### src/rtl/div_seq.sv
// div_seq: sequential restoring divider, one quotient bit per clock.
//
// Computes the unsigned quotient and remainder of A / B using the same
// Init/Done handshake as the sequential multiplier. A divisor of zero is
// flagged at once and never iterated.
//
// Ports:
//   Clk      rising-edge clock
//   Rst      asynchronous, active-high reset
//   Init     start request, sampled on rising Clk (ignored while Busy)
//   A, B     dividend and divisor, unsigned, latched on the start edge
//   Quot     registered quotient (all ones on divide by zero)
//   Rem      registered remainder (A on divide by zero)
//   Sal      {Rem, Quot}
//   DivZero  last operation had B == 0
//   Busy     iterating
//   Done     result valid, level until the next start
module div_seq #(
  parameter int WIDTH = 4
) (
  input  logic               Clk,
  input  logic               Rst,
  input  logic               Init,
  input  logic [WIDTH-1:0]   A,
  input  logic [WIDTH-1:0]   B,
  output logic [WIDTH-1:0]   Quot,
  output logic [WIDTH-1:0]   Rem,
  output logic [2*WIDTH-1:0] Sal,
  output logic               DivZero,
  output logic               Busy,
  output logic               Done
);

  localparam int CNT_W = $clog2(WIDTH + 1);
  localparam logic [CNT_W-1:0] CNT_INIT = CNT_W'(WIDTH);
  localparam logic [CNT_W-1:0] CNT_LAST = CNT_W'(1);

  typedef enum logic [1:0] {
    IDLE = 2'd0,
    CALC = 2'd1,
    FIN  = 2'd2
  } state_t;

  state_t state_q, state_d;

  logic [WIDTH:0]   r_q;      // partial remainder, one guard bit
  logic [WIDTH-1:0] q_q;      // dividend bits shifting out, quotient bits in
  logic [WIDTH-1:0] bq_q;     // divisor latched at start
  logic [CNT_W-1:0] cnt_q;

  logic [WIDTH+1:0] step;
  logic [WIDTH:0]   r_next;
  logic [WIDTH-1:0] q_next;

  // One restoring step: shift the next dividend bit into the partial
  // remainder and subtract the divisor if it fits. The remainder's guard bit
  // is always 0 (remainder < divisor), but it is kept in the compare so the
  // trial value is exact. Returns {new remainder, quotient bit}.
  function automatic logic [WIDTH+1:0] div_step(input logic [WIDTH:0]   r,
                                                input logic             qbit,
                                                input logic [WIDTH-1:0] d);
    logic [WIDTH+1:0] t;
    t = {r, qbit};
    if (t >= {2'b00, d})
      return {(WIDTH+1)'(t - {2'b00, d}), 1'b1};
    else
      return {t[WIDTH:0], 1'b0};
  endfunction

  assign step   = div_step(r_q, q_q[WIDTH-1], bq_q);
  assign r_next = step[WIDTH+1:1];
  assign q_next = {q_q[WIDTH-2:0], step[0]};

  assign Sal = {Rem, Quot};

  always_ff @(posedge Clk or posedge Rst) begin
    if (Rst) state_q <= IDLE;
    else     state_q <= state_d;
  end

  always_comb begin
    state_d = state_q;
    Busy    = 1'b0;
    Done    = 1'b0;
    case (state_q)
      IDLE: begin
        if (Init) state_d = (B == '0) ? FIN : CALC;
      end
      CALC: begin
        Busy = 1'b1;
        if (cnt_q == CNT_LAST) state_d = FIN;
      end
      FIN: begin
        Done = 1'b1;
        if (Init) state_d = (B == '0) ? FIN : CALC;
      end
      default: state_d = IDLE;
    endcase
  end

  always_ff @(posedge Clk or posedge Rst) begin
    if (Rst) begin
      r_q     <= '0;
      q_q     <= '0;
      bq_q    <= '0;
      cnt_q   <= '0;
      Quot    <= '0;
      Rem     <= '0;
      DivZero <= 1'b0;
    end else if (state_q == CALC) begin
      r_q   <= r_next;
      q_q   <= q_next;
      cnt_q <= cnt_q - CNT_LAST;
      if (cnt_q == CNT_LAST) begin
        Quot <= q_next;
        Rem  <= r_next[WIDTH-1:0];
      end
    end else if (Init) begin
      if (B == '0) begin
        Quot    <= '1;
        Rem     <= A;
        DivZero <= 1'b1;
      end else begin
        r_q     <= '0;
        q_q     <= A;
        bq_q    <= B;
        cnt_q   <= CNT_INIT;
        DivZero <= 1'b0;
      end
    end
  end

endmodule

### config.mk
export PLATFORM = sky130hd
export DESIGN_NAME = div_seq
export DESIGN_NICKNAME = d
export VERILOG_FILES = /design/src/rtl/div_seq.sv
export SDC_FILE = /design/constraint.sdc
export NUM_CORES = 1
export LEC_CHECK = 0
export CORE_UTILIZATION = 35
export CTS_BUF_LIST = sky130_fd_sc_hd__clkbuf_16
export CTS_CLUSTER_DIAMETER = 30
export DETAILED_ROUTE_END_ITERATION = 16
export GPL_TIMING_DRIVEN = 0
export MAX_ROUTING_LAYER = met4
export PLACE_DENSITY = 0.66
export SLEW_MARGIN = 20
export SYNTH_ARGS = -nofsm -noshare
export SYNTH_HDL_FRONTEND = slang
export SYNTH_SLANG_ARGS = --single-unit
### constraint.sdc
create_clock -name Clk -period 2.38 [get_ports Clk]
set_input_delay 0.476 -clock Clk [delete_from_list [all_inputs] [get_ports Clk]]
set_output_delay 0.476 -clock Clk [all_outputs]
set_load 0.1 [all_outputs]
==> reports/results.ini <==
[cells_and_area]
final_common_cell=dfrtp_1
final_nets=207
syn_to_final_growth_pct=36.18
antenna_cells=0
instances_no_fill=238
post-route-util_pct=50.14
layout_common_cells=27 x dfrtp_1, 21 x clkdlybuf4s50_1, 13 x buf_4
num-fill-cells=384
final_area_um2=2034
drive_gt1_share_pct=19.68

[global_routing]
met1_usage_pct=21.64
busiest_layer=met2
grt_use_met3_pct=3.716
met2_usage_pct=29.88
grt_pass1_vias=1195
grt-ovfl-total=0
grt_pass1_wl_um=5727
grt.total_usage_pct=17.87
antenna_found_initial=0
grt_max_degree=28

[sta]
report.final.slew_viol_count=0
setup_violations=0
fin_crit_sh_pct=98.28
max-slew-margin-rel_pct=33.11
hold_viol_final=0
fin_worst_skew_ns=0.005279
tightest_slew_ns=0.9899
fin_crit_ns=2.339
layout_setup_ws_ns=0.04084
max_freq_mhz=427.5

[worst_setup_path]
critPathArrivalTime_ns=1.86
critical_path_class=reg -> out
cp_max_fo=3
worst_setup_path_start_kind=register
cp.required_ns=1.90
critPathCaptureType=output pin

[route]
wl_per_cell_um=15.76
vias=1254
drtAntennaViolNets=0
drt-total-wl_um=3751
route.detailed.drc=0
drt_iter0_markers=45
vias_per_cell=5.269
drtPass1Iterations=4

[die]
die_x_um=67.33
io_pins=30
dieArea_um2=4533
core-area_um2=4058
start_util_pct=36.82
die_h_um=67.33
placementRows=23

[clock_tree]
cts.sinks=27
cts_tree=yes
clock_latency_ns=0.26
clock_path_buffers=2
htree_levels=1
root_buffer=clkbuf_16
cts_buffers=3
clk_pin_slew_worst_paths_ns=0.07
cts_hold_buf=0

[yosys]
synth-seq-cells=27
synth_edf_count=0
synth_ff_type=dfrtp_1
ys_seq_area_share_pct=45.23
netlist_area_um2=1494
yosys.cell_types.count=40
async_flop_share_pct=100.0
syn_nets=167
synth_cells=149
avgSynthCellArea_um2=10.03
yosys_warnings=0

[run_status]
status=finished clean

[worst_hold_path]
hold_class=reg -> reg

[placement]
place_ws_ns=-0.6578
dpl.cell_count=228
place.gp.congestion=0.8858
post-dp-hpwl_um=2731
io_buffers=29
placed_cell_area_um2=1847

[flow_run]
max_cap_violations=0

## timing repair
action / in CTS / in global routing
pin swaps: 1 / 4
endpoints found under the setup margin: 9 / 12
buffers inserted: 3 / 3
gates resized for setup: 8 / 23
## worst max-delay path, cell delays in order, from the launching register on
cell and delay [ns]:
dfrtp_1 0.37, buf_4 0.11, clkdlybuf4s50_1 1.12
## worst paths after layout
check | from | to | slack [ns] | cells after the start
worst max-delay path | Quot[1] | Sal[1] | 0.04 | 2
worst min-delay path | bq_q[1] | bq_q[1] | 0.50 | 1
worst max register to register | q_q[3] | Rem[0] | 0.05 | 9
worst min register to register | bq_q[1] | bq_q[1] | 0.50 | 1
max in group asynchronous | Rst | r_q[0] | 1.40 | 2
min in group asynchronous | Rst | DivZero | 0.60 | 2
## sequential cells by signal (all words and copies together) (netlist names)
register and flops:
cnt_q 3, q_q 4, r_q 5, state_q 2, DivZero 1, Rem 4
Quot 4, bq_q 4
## metal layers
layer / vias to the layer above / routed length (µm)
met4: 0 / 33
li1: 605 / -
met5: - / 0
met3: 4 / 130
met1: 617 / 1686
met2: 28 / 1901
## metrics by stage
stage          hold slack (ns)  setup TNS [ns]
2_1_floorplan           0.4604               0
3_3_place_gp            0.4792          -1.421
3_5_place_dp            0.4913          -1.754
4_1_cts                 0.5064               0
5_1_grt                 0.5275        -0.03083
6_report                0.5035               0
## kinds of logic after synthesis
family	share of synthesized area, %
muxes	7.035
xor gates and xnor gates	0.5864
buffers and inverters	8.124
DFF	45.23
AOI/OAI and AO/OA	19.93
adders and majority gates	6.365
and+or+nand+nor	12.73
## cells in the mapped netlist (all sizes together) (2+ instances only)
master  count  area [µm²]
nand2      12       45.04
dfrtp      27       675.7
nand3       7       35.03
nor2b       2       12.51
nand3b      3       22.52
clkbuf      3       11.26
inv        11       41.29
a22oi       2       15.01
mux2i       6       60.06
a31oi       2       12.51
a32o        2       20.02
nor2        6       22.52
mux2        4       45.04
o21ai      15       75.07
buf        10       68.81
a21oi      10       50.05
nand2b      2       12.51
ha          6       75.07
## cell type report
cell class	count	area, µm²	area share, %
Tap cell	50	62.56	3.075
Clock buffer	3	75.07	3.690
Buffer	13	82.58	4.059
Sequential cell	27	675.6	33.21
Clock inverter	1	3.754	0.1845
Multi-Input combinational cell	98	739.5	36.35
Timing Repair Buffer	35	354.1	17.40
Inverter	11	41.29	2.030
Power is left out: the tool's default activity adds up to more than one toggle a clock period on the data nets, which glitch-free logic cannot reach.
